[src/rtl/lvds_frame_capture.sv]
// rtl/lvds_frame_capture.sv - multi-lane LVDS deserialiser that writes one frame into a buffer RAM
// Optional early frame end on LVDS_VS deassertion: define LVDS_CAP_SHORT_FRAME_EN.
module lvds_frame_capture #(
   parameter int WORD_W    = 32,
   parameter int LANES     = 1,
   parameter int AW        = 9,
   parameter int DEPTH     = 512,
   parameter bit MSB_FIRST = 1'b1
) (
   input  logic              LVDS_CLK,
   input  logic              RSTn,
   input  logic              LVDS_VS,
   input  logic [LANES-1:0]  LVDS_DATA,
   input  logic              STATE_CLEAR,
   output logic [AW-1:0]     BUF_WADDR,
   output logic [WORD_W-1:0] BUF_WD,
   output logic              BUF_WEN,
   output logic [1:0]        CAP_STATE,
   output logic [AW:0]       CAP_WORDS
);
   localparam int BEATS = WORD_W / LANES;
   localparam int BW    = (BEATS > 1) ? $clog2(BEATS) : 1;
   localparam logic [BW-1:0] LAST_BEAT = BW'(BEATS - 1);
   localparam logic [AW:0]   LAST_WORD = (AW + 1)'(DEPTH - 1);

   typedef enum logic [1:0] {
      S_IDLE = 2'd0,
      S_BUSY = 2'd1,
      S_DONE = 2'd2
   } state_t;

   state_t            r_state;
   logic              r_vs_d;
   logic [BW-1:0]     r_beat;
   logic [WORD_W-1:0] r_shift;

   logic              w_start;
   logic              w_short;
   logic              w_capture;
   logic              w_word_end;
   logic [AW:0]       w_count;
   logic [WORD_W-1:0] w_assembled;

   // The falling-edge cycle itself carries beat 0 of word 0.
   assign w_start    = (r_state == S_IDLE) && r_vs_d && !LVDS_VS;
   assign w_capture  = w_start || ((r_state == S_BUSY) && !w_short);
   assign w_word_end = w_capture && (r_beat == LAST_BEAT);
   assign w_count    = w_start ? '0 : CAP_WORDS;

   always_comb begin
      if (MSB_FIRST)
         w_assembled = (r_shift << LANES) | WORD_W'(LVDS_DATA);
      else
         w_assembled = (r_shift >> LANES) | (WORD_W'(LVDS_DATA) << (WORD_W - LANES));
   end

`ifdef LVDS_CAP_SHORT_FRAME_EN
   logic [WORD_W-1:0] w_partial;

   // Shifting by the missing beat count both aligns the partial word and flushes stale bits.
   assign w_short   = (r_state == S_BUSY) && LVDS_VS;
   assign w_partial = MSB_FIRST ? (r_shift << (LANES * (BEATS - int'(r_beat))))
                                : (r_shift >> (LANES * (BEATS - int'(r_beat))));
`else
   assign w_short = 1'b0;
`endif

   always_ff @(posedge LVDS_CLK or negedge RSTn) begin
      if (!RSTn) begin
         r_state   <= S_IDLE;
         r_vs_d    <= 1'b1;
         r_beat    <= '0;
         r_shift   <= '0;
         BUF_WADDR <= '0;
         BUF_WD    <= '0;
         BUF_WEN   <= 1'b0;
         CAP_STATE <= 2'd0;
         CAP_WORDS <= '0;
      end else begin
         r_vs_d  <= LVDS_VS;
         BUF_WEN <= 1'b0;

         case (r_state)
            S_IDLE: begin
               if (w_start) begin
                  r_state   <= S_BUSY;
                  CAP_STATE <= 2'd1;
                  CAP_WORDS <= '0;
               end
            end
            S_DONE: begin
               if (STATE_CLEAR) begin
                  r_state   <= S_IDLE;
                  CAP_STATE <= 2'd0;
               end
            end
            default: ;
         endcase

         if (w_capture) begin
            r_shift <= w_assembled;
            r_beat  <= w_word_end ? '0 : r_beat + 1'b1;
            if (w_word_end) begin
               BUF_WEN   <= 1'b1;
               BUF_WADDR <= w_count[AW-1:0];
               BUF_WD    <= w_assembled;
               CAP_WORDS <= w_count + 1'b1;
               if (w_count == LAST_WORD) begin
                  r_state   <= S_DONE;
                  CAP_STATE <= 2'd2;
               end
            end
         end

`ifdef LVDS_CAP_SHORT_FRAME_EN
         if (w_short) begin
            r_state   <= S_DONE;
            CAP_STATE <= 2'd3;
            r_beat    <= '0;
            if (r_beat != '0) begin
               BUF_WEN   <= 1'b1;
               BUF_WADDR <= CAP_WORDS[AW-1:0];
               BUF_WD    <= w_partial;
               CAP_WORDS <= CAP_WORDS + 1'b1;
            end
         end
`endif
      end
   end

endmodule

[config.mk]
export PLATFORM = sky130hd
export DESIGN_NAME = lvds_frame_capture
export DESIGN_NICKNAME = d
export VERILOG_FILES = /design/src/rtl/lvds_frame_capture.sv
export SDC_FILE = /design/constraint.sdc
export NUM_CORES = 1
export LEC_CHECK = 0
export ABC_AREA = 1
export CORE_MARGIN = 2
export CORE_UTILIZATION = 30
export DETAILED_ROUTE_END_ITERATION = 10
export GPL_TIMING_DRIVEN = 0
export SETUP_SLACK_MARGIN = 0.3
export SLEW_MARGIN = 20
export SYNTH_ARGS = -nofsm -noshare
export SYNTH_HDL_FRONTEND = slang
export SYNTH_SLANG_ARGS = --single-unit
[constraint.sdc]
create_clock -name LVDS_CLK -period 4.2 [get_ports LVDS_CLK]
set_input_delay 0.63 -clock LVDS_CLK [delete_from_list [all_inputs] [get_ports LVDS_CLK]]
set_output_delay 0.63 -clock LVDS_CLK [all_outputs]
set_load 0.05 [all_outputs]
==> impl_metrics.json <==
{
  "p_sw_uw": 463,
  "cts.htree.levels": 3,
  "cp_num_cells": 13,
  "ctsHoldBuffers": 0,
  "crit_buf_inv": 5,
  "reg2reg_depth": 12,
  "io_pins": 59,
  "timing.hold.ws_ns": 0.137,
  "diodes": 0,
  "cp_top_family": "buffers and inverters",
  "cts-buffers-inserted": 9,
  "post-route-cell-area_um2": 4880,
  "grt_use_total": 0.134,
  "critPathMaxStageDelay_ns": 0.48,
  "postPlaceCellArea_um2": 4560,
  "dp_hpwl_mm": 5.62,
  "r2r-start": "r_vs_d",
  "wl_per_cell_um": 13.0,
  "clkTransAtPathRegs_ns": 0.07,
  "nets": 474,
  "synth_nets": 404,
  "cpMaxStageDelayCell": "clkdlybuf4s50_1",
  "layout-drive-gt1-share": 0.0849,
  "synth_seq_cells": 93,
  "grt_pass1_vias": 2855,
  "area_delta_synth_final_pct": 30.5,
  "fin_skew_ns": 0.00647,
  "routabilityCongestion": 0.835,
  "power_frac_clock": 0.439,
  "startpoint_type": "input port",
  "die-area_um2": 13400,
  "drc_errors": 0,
  "vdd_drop_max_mv": 0.247,
  "cp.required_ns": 4.44,
  "die_h_um": 116,
  "intPower_mw": 1.49,
  "portBuffers": 58,
  "multiInputGateArea_um2": 1080,
  "start_util": 0.310,
  "ys_types": 24,
  "vias": 2783,
  "drv_slew": 0,
  "r2r_slack_ns": 2.06,
  "synth-edff-count": 0,
  "total_power_mw": 1.95,
  "worst_slew_pin_slew_ns": 0.538,
  "post_cts_buffers": 0,
  "antenna_found_initial": 0,
  "pwr-share-seq": 0.484,
  "pre_cts_ws_ns": 1.43,
  "fin_ws_ns": 1.79,
  "relSlewSlack": 0.640,
  "cts_tree": "built",
  "synthCells": 396,
  "path_max_fanout": 10,
  "status": "completed",
  "initialDrtViolationCount": 155,
  "synth_flop_cell": "dfrtp_1",
  "cts_sinks": 93,
  "root_buffer": "clkbuf_16",
  "final_common_cell": "nand2_1",
  "setup_viol": 0,
  "ctsResizeCount": 0,
  "max_cap_viol_count": 0,
  "clock_path_buffers": 2,
  "routed_wl_mm": 8.28,
  "register_area_um2": 2330,
  "seq_area_frac_synth": 0.623,
  "combPwrFrac": 0.076,
  "rows": 40,
  "rsz0062_at_grt": "no",
  "fmax_ghz": 0.415,
  "clock_latency_ns": 0.34,
  "arrival_ns": 2.65,
  "yosys_warnings": 0,
  "syn_area_um2": 3740,
  "grt_pass1_wl_mm": 13.8,
  "core_um2": 12100,
  "crit_path_cell_trace": "clkdlybuf4s50_1 > nor2_1 > nand2_4 > buf_2 > nand2_1 > inv_1 > ha_1 > nand2_1 > nand3b_1 > inv_1 > nand4_1 > nand2_1 > inv_1",
  "criticalPathCategory": "in -> reg",
  "ant_nets": 0,
  "power_density_nw_per_um2": 400,
  "grt_max_degree": 71,
  "synthArstFlopShare": 1.00,
  "avgSynthCellArea_um2": 9.44,
  "worst_setup_path_end_kind": "flop",
  "min_path_type": "in -> async",
  "p_leak_nw": 2.48,
  "vias_per_cell": 4.36,
  "finalHoldViolCount": 0,
  "die_w_um": 116,
  "r2r_end": "CAP_STATE[1]",
  "drtPass1Iterations": 4,
  "layout_common_cells": "nand2_1, dfrtp_1, o21ai_0, clkdlybuf4s50_1, inv_1",
  "switching_share": 0.237,
  "post-route-period-util": 0.574,
  "gr-total-overflow": 0,
  "n_fill_cell": 1229,
  "fin_crit_ns": 2.41
}
power groups by stage:
| stage | Sequential [mW] | Combinational [mW] | Clock [mW] |
|---|---|---|---|
| 2_1_floorplan | 1.01 | 0.0288 | 0 |
| 3_3_place_gp | 0.961 | 0.146 | 0 |
| 3_5_place_dp | 0.961 | 0.151 | 0 |
| 4_1_cts | 0.945 | 0.152 | 0.878 |
| 5_1_grt | 0.948 | 0.163 | 0.921 |
| 6_report | 0.944 | 0.149 | 0.856 |
layout make-up:
| class | count | share of cell area |
|---|---|---|
| multi-input combinational | 232 | 0.222 |
| clock buffer | 12 | 0.0546 |
| tap | 168 | 0.0431 |
| buffer | 18 | 0.0256 |
| inverter | 53 | 0.0408 |
| clock inverter | 4 | 0.0113 |
| timing repair buffer | 59 | 0.125 |
| sequential | 93 | 0.477 |
logic make-up (layout without fill, tap and decap cells):
group                    Yosys count  in the layout  share of synthesized area
AO/OA/AOI/OAI                     80             80                      0.107
XOR/XNOR                           3              3                    0.00703
adder cells (fa/ha/maj)            3              3                     0.0100
buffers and inverters             71            146                     0.0867
flip-flops                        93             93                      0.623
multiplexers                       1              1                    0.00301
AND/OR/NAND/NOR                  145            145                      0.163
cell usage after synthesis, types with 2 or more instances:
cell type / number / share of area
buf_2: 7 / 0.0094
xor2_1: 3 / 0.0070
ha_1: 3 / 0.010
a21oi_1: 5 / 0.0067
o21ai_0: 63 / 0.084
buf_4: 3 / 0.0060
nand4_1: 5 / 0.0084
o21ai_1: 12 / 0.016
clkbuf_1: 3 / 0.0030
nor2_1: 13 / 0.013
nand2_1: 112 / 0.11
buf_6: 5 / 0.015
nand2_4: 2 / 0.0060
inv_1: 53 / 0.053
nand3_1: 7 / 0.0094
dfrtp_1: 92 / 0.62
metrics by stage:
| step | cells | utilization | TNS, ns |
|---|---|---|---|
| 3_3_place_gp | 622 | 0.375 | -75.57 |
| 4_1_cts | 639 | 0.404 | 0 |
| 3_5_place_dp | 623 | 0.378 | 0 |
| 2_1_floorplan | 396 | - | 0 |
| 5_1_grt | 639 | 0.404 | 0 |
| 6_report | 639 | 0.404 | 0 |
routing by layer:
layer  routed length, µm  global-route usage  vias to the layer above
met5                   0                   0                        -
met4                 108              0.0437                        0
met3                 330              0.0387                       10
met2                3820               0.211                       49
met1                4010               0.179                     1336
li1                    -                   -                     1388
worst reg2reg max path, cell delays in order, from the launching register on:
cell and delay [ns]:
dfstp_2 0.52, inv_1 0.03, nor2_1 0.16, nand2_4 0.12, buf_2 0.21, nand2_1 0.14, inv_1 0.08, ha_1 0.19
nand2_1 0.06, nand3b_1 0.13, inv_1 0.07, nand4_1 0.18, o21ai_0 0.12
how the worst max path moves through the flow:
| stage | to | from | slack (ns) |
|---|---|---|---|
| after global routing | r_state[0] | LVDS_VS | 1.60 |
| after global placement | BUF_WD[8] | RSTn | -0.83 |
| final | CAP_STATE[0] | LVDS_VS | 1.79 |
| after CTS | CAP_STATE[0] | LVDS_VS | 1.77 |
| after floorplan | CAP_WORDS[6] | LVDS_VS | 2.19 |
| after detailed placement | CAP_WORDS[6] | LVDS_VS | 1.43 |
registers in the layout, indices dropped and copies added (netlist names):
name and cells:
r_shift 31, CAP_STATE 2, BUF_WD 32, r_state 2
CAP_WORDS 10, r_vs_d 1, r_beat 5, BUF_WEN 1
BUF_WADDR 9
Note: power is estimated with default switching activity, not from simulation.
